## src/rtl/seg7_scan_driver.sv

```systemverilog
// seg7_scan_driver: encodes a packed hex value and scans it one digit at a time onto a shared segment bus.
// Updates are staged in a pending register and only land at frame boundaries, so a frame never tears.
module seg7_scan_driver #(
   parameter int NUM_DIGITS  = 4,
   parameter int REFRESH_DIV = 1000
) (
   input  logic                    clk,
   input  logic                    reset,
   input  logic [4*NUM_DIGITS-1:0] value,
   input  logic                    load,
   input  logic                    enable,
   input  logic                    lz_en,
   output logic [6:0]              display,
   output logic [NUM_DIGITS-1:0]   digit_sel,
   output logic                    frame_done
);
   localparam int IW = NUM_DIGITS > 1 ? $clog2(NUM_DIGITS) : 1;
   localparam int PW = $clog2(REFRESH_DIV);
   logic [PW-1:0]           r_pre;
   logic [IW-1:0]           r_idx;
   logic [4*NUM_DIGITS-1:0] r_active;
   logic [4*NUM_DIGITS-1:0] r_pending;
   logic                    r_pend_flag;
   logic                    w_tick;
   logic                    w_frame;
   logic [3:0]              w_nib;
   logic [6:0]              w_seg;
   logic [NUM_DIGITS:0]     w_zf;
   logic [NUM_DIGITS-1:0]   w_sup;

   function automatic logic [6:0] encode(input logic [3:0] n);
      case (n)
         4'h0: encode = 7'b1111110;
         4'h1: encode = 7'b0110000;
         4'h2: encode = 7'b1101101;
         4'h3: encode = 7'b1111001;
         4'h4: encode = 7'b0110011;
         4'h5: encode = 7'b1011011;
         4'h6: encode = 7'b1011111;
         4'h7: encode = 7'b1110000;
         4'h8: encode = 7'b1111111;
         4'h9: encode = 7'b1110011;
         4'hA: encode = 7'b1110111;
         4'hB: encode = 7'b0011111;
         4'hC: encode = 7'b1001110;
         4'hD: encode = 7'b0111101;
         4'hE: encode = 7'b1001111;
         default: encode = 7'b1000111;
      endcase
   endfunction

   assign w_tick  = enable && r_pre == PW'(REFRESH_DIV - 1);
   assign w_frame = w_tick && r_idx == IW'(NUM_DIGITS - 1);

   // w_zf[i]: nibbles i..top of the active value are all zero
   assign w_zf[NUM_DIGITS] = 1'b1;
   generate
      for (genvar g = 0; g < NUM_DIGITS; g++) begin : g_lz
         assign w_zf[g]  = w_zf[g+1] && r_active[4*g +: 4] == 4'h0;
         assign w_sup[g] = (g > 0) && w_zf[g];
      end
   endgenerate

   assign w_nib = r_active[4*r_idx +: 4];
   assign w_seg = lz_en && w_sup[r_idx] ? 7'b0 : encode(w_nib);

   always_ff @(posedge clk or posedge reset) begin
      if (reset) begin
         r_pre       <= '0;
         r_idx       <= '0;
         r_active    <= '0;
         r_pending   <= '0;
         r_pend_flag <= 1'b0;
         display     <= '0;
         digit_sel   <= '0;
         frame_done  <= 1'b0;
      end else begin
         if (w_tick) begin
            r_pre <= '0;
            r_idx <= w_frame ? '0 : r_idx + 1'b1;
         end else if (enable) begin
            r_pre <= r_pre + 1'b1;
         end
         // a load on the boundary itself is the newest data and bypasses pending
         if (w_frame) begin
            r_active    <= load ? value : r_pend_flag ? r_pending : r_active;
            r_pend_flag <= 1'b0;
         end else if (load) begin
            r_pending   <= value;
            r_pend_flag <= 1'b1;
         end
         display    <= enable ? w_seg : '0;
         digit_sel  <= enable ? NUM_DIGITS'(1) << r_idx : '0;
         frame_done <= w_frame;
      end
   end
endmodule

```

## config.mk

```make
export PLATFORM = sky130hd
export DESIGN_NAME = seg7_scan_driver
export DESIGN_NICKNAME = d
export VERILOG_FILES = /design/src/rtl/seg7_scan_driver.sv
export SDC_FILE = /design/constraint.sdc
export NUM_CORES = 1
export LEC_CHECK = 0
export CAP_MARGIN = 20
export CORE_UTILIZATION = 50
export CTS_BUF_LIST = sky130_fd_sc_hd__clkbuf_8
export DETAILED_ROUTE_END_ITERATION = 8
export GPL_TIMING_DRIVEN = 0
export PLACE_DENSITY = 0.74
export SLEW_MARGIN = 40
export SYNTH_ARGS = -nofsm -noshare
export SYNTH_HDL_FRONTEND = slang
export SYNTH_SLANG_ARGS = --single-unit
```

## constraint.sdc

```tcl
create_clock -name clk -period 3.4 [get_ports clk]
set_input_delay 0.68 -clock clk [delete_from_list [all_inputs] [get_ports clk]]
set_output_delay 0.68 -clock clk [all_outputs]
set_load 0.02 [all_outputs]
```

==> results.cfg, run 1 <==
[timing]
tightestPinTransition_ns = 0.593
final.setup.tns_ns = 0
fin_ws_ns = 1.01
report.final.slew_viol_count = 0
timing.final.crit_share_pct = 70.2
maxSlewHeadroom_pct = 60.5
hold_viol_final = 0
rsz0062_at_grt = no
clock_skew_ns = 0.00914
min_period_ns = 2.39
finalSetupViolations = 0
fmax_ghz = 0.419

[floorplanning]
row_count = 27
ios = 33
core_area_um2 = 5570
chipHeight_um = 78.6
die_w_um = 78.6
start_util_pct = 52.6
die_area_um2 = 6170

[clock_network]
numCtsBuffers = 9
clk_pin_slew_ns = 0.07
clock_latency_ns = 0.33
cts_tree = built
cts_max_level = 3
clk_path_buf_depth = 2
cts_resized = 0
ctsRootBufferMaster = clkbuf_8
cts_sinks = 57
post_cts_buffers = 0
hold_buffers = 0

[setup_path]
cpPeakStageDelay_ns = 0.47
required_ns = 3.62
r2r_cells = 7
ff2ff_setup_slack_ns = 1.21
arrival_ns = 2.61
path_max_fanout = 10
crit_type = input pin to flop
critPathSlowestCell = clkdlybuf4s50_1
regToRegEndpoint = display[3]
worstPathCellList = clkdlybuf4s50_1 > and3_2 > buf_6 > nand4_1 > o21ai_2 > buf_4 > mux2_2
cp-end-kind = flop
r2r-start = r_idx[0]
start_kind = input pin

[min_path]
min_to = r_pend_flag
min_from = r_pend_flag
hold_class = flop to flop
holdPathStages = 2

[power_and_ir_drop]
power_density_nw_per_um2 = 496
p_leak_nw = 1.65
ir_drop_mv = 0.295
p_total_mw = 1.79

[synthesis]
netlist_area_um2 = 2930
synth_seq_cells = 57
syn-num-nets = 262
ys_types = 45
synth_area_leaders = dfrtp_1 49%, mux2_2 16%, mux2_4 5.1%
synth.yosys.seq_area_share_pct = 48.7
syn_avg_cell_area_um2 = 12.7
yosysTopAreaCellShare_pct = 48.7
synth_top_area_cell = dfrtp_1
synth_cells = 231
yosysWarningCount = 0

[drt]
postRouteAntennaNets = 0
drt-total-wl_um = 5080
routed-via-count = 1881
dr.first_iter.drc_count = 68
drc = 0
first_pass_iters = 4
routed_via_density = 5.36
routedWlPerCell_um = 14.5

[final_layout]
final_common_cell = dfrtp_1
layout_common_cells = 57 x dfrtp_1, 41 x mux2_2, 31 x clkdlybuf4s50_1
final_nets = 305
drive_gt1_share_pct = 31.5
synthToLayoutAreaGrowth_pct = 23.2
n_antenna_cell = 0

[global_routing]
grt.busiest_layer = met2
grt_use_total_pct = 18.9
grt_max_degree = 37
gr-usage-met3_pct = 5.00
met1_usage_pct = 23.2
grt-ovfl-total = 0
met2_usage_pct = 29.6
grt_pass1_wl_um = 8820
antenna_found_initial = 0
grt_pass1_vias = 1930

[place]
dp_hpwl_um = 3530
post-place-ws_ns = 0.660
gp_congestion = 0.805
io_buffers = 31

[run_status]
status = finished clean

[flow_run]
maxCapViolCount = 0
[how the worst max path moves through the flow]
stage | from | endpoint | slack, ns | cells past startpoint
3_3_place_gp | reset | r_pending[9] | 0.30 | 2
6_report | enable | r_pending[6] | 1.01 | 7
2_1_floorplan | reset | digit_sel[0] | 1.32 | 1
3_5_place_dp | enable | r_pending[5] | 0.66 | 7
4_1_cts | enable | r_pending[5] | 1.02 | 7
5_1_grt | enable | r_pending[6] | 0.93 | 7
[power by group]
part           internal, mW  switching [mW]  leakage, nW
Combinational         0.103          0.0872        0.793
Sequential            0.731          0.0513        0.725
Clock                 0.556           0.265        0.134
[metal layers]
metal,vias to the layer above,wire length [um],part of all wire [%]
met5,-,0,0
met4,0,99,1.9
met3,11,188,3.7
met2,46,2470,49
met1,916,2320,46
li1,908,-,-
[area by class of cell]
class | instances | area [um^2]
repair buffers | 32 | 330
clock buffers | 9 | 124
multi-input cells | 151 | 1370
inverters | 12 | 47.5
plain buffers | 11 | 92.6
clock inverters | 7 | 134
well taps | 72 | 90.1
flip-flops and latches | 57 | 1430
fillers | 425 | 1960
[metrics by stage]
stage,hold slack [ns],std cells,area [um^2],utilization [%]
2_1_floorplan,0.458,231,2930,-
3_3_place_gp,0.472,334,3330,59.8
3_5_place_dp,0.474,335,3350,60.2
4_1_cts,0.488,351,3610,64.8
5_1_grt,0.510,351,3610,64.8
6_report,0.488,351,3610,64.8
[registers in the layout, summed over array words and instances, names as in the netlist]
name	count
digit_sel	4
display	7
frame_done	1
r_active	16
r_idx	2
r_pend_flag	1
r_pending	16
r_pre	10
[critical path, delay by kind of cell]
| family | cells | cell delay [ns] |
|---|---|---|
| buffers and inverters | 3 | 0.88 |
| AOI/OAI and AO/OA | 1 | 0.37 |
| and+or+nand+nor | 2 | 0.32 |
| muxes | 1 | 0.36 |
[cells by family after synthesis]
family	after synthesis	synth area share, %
XOR/XNOR	7	2.09
adder cells (fa/ha/maj)	10	4.27
AND/OR/NAND/NOR	58	11.3
AO/OA/AOI/OAI	18	4.05
multiplexers	58	25.0
flip-flops	57	48.7
buffers and inverters	23	4.69
[cells in the mapped netlist (all sizes together)]
library cell  count
and2              4
o21ai             6
o2bb2ai           1
a21oi             3
nand4             4
a211oi            1
and3              3
clkbuf            4
nand4b            1
xnor2             5
ha               10
nand2            12
nor4              3
nor2             12
xor2              2
nand3b            2
nor3b             2
o22ai             2
nor2b             1
o21bai            1
nor3              7
a311oi            1
nand3             4
a22o              1
or3               1
buf               7
dfrtp            57
and4              2
inv              12
mux2             51
mux2i             3
a221oi            1
a21boi            1
mux4              4
No activity file was read; power rests on OpenSTA's default activity.
==> run 2, diff against run 1 <==
- clock period: 3.4 -> 2.5 ns (I/O delays scaled with it)
==> results of run 2 <==
Same layout as run 1 (identical final DEF). Status: finished clean.
Among the figures that moved: setup slack after placement 0.660 ns -> -0.0596 ns; setup slack after layout 1.01 ns -> 0.295 ns; hold slack 0.488 ns -> 0.470 ns; register-to-register setup slack 1.21 ns -> 0.31 ns; total power 1.79 mW -> 2.44 mW; worst IR drop on VDD 0.295 mV -> 0.401 mV
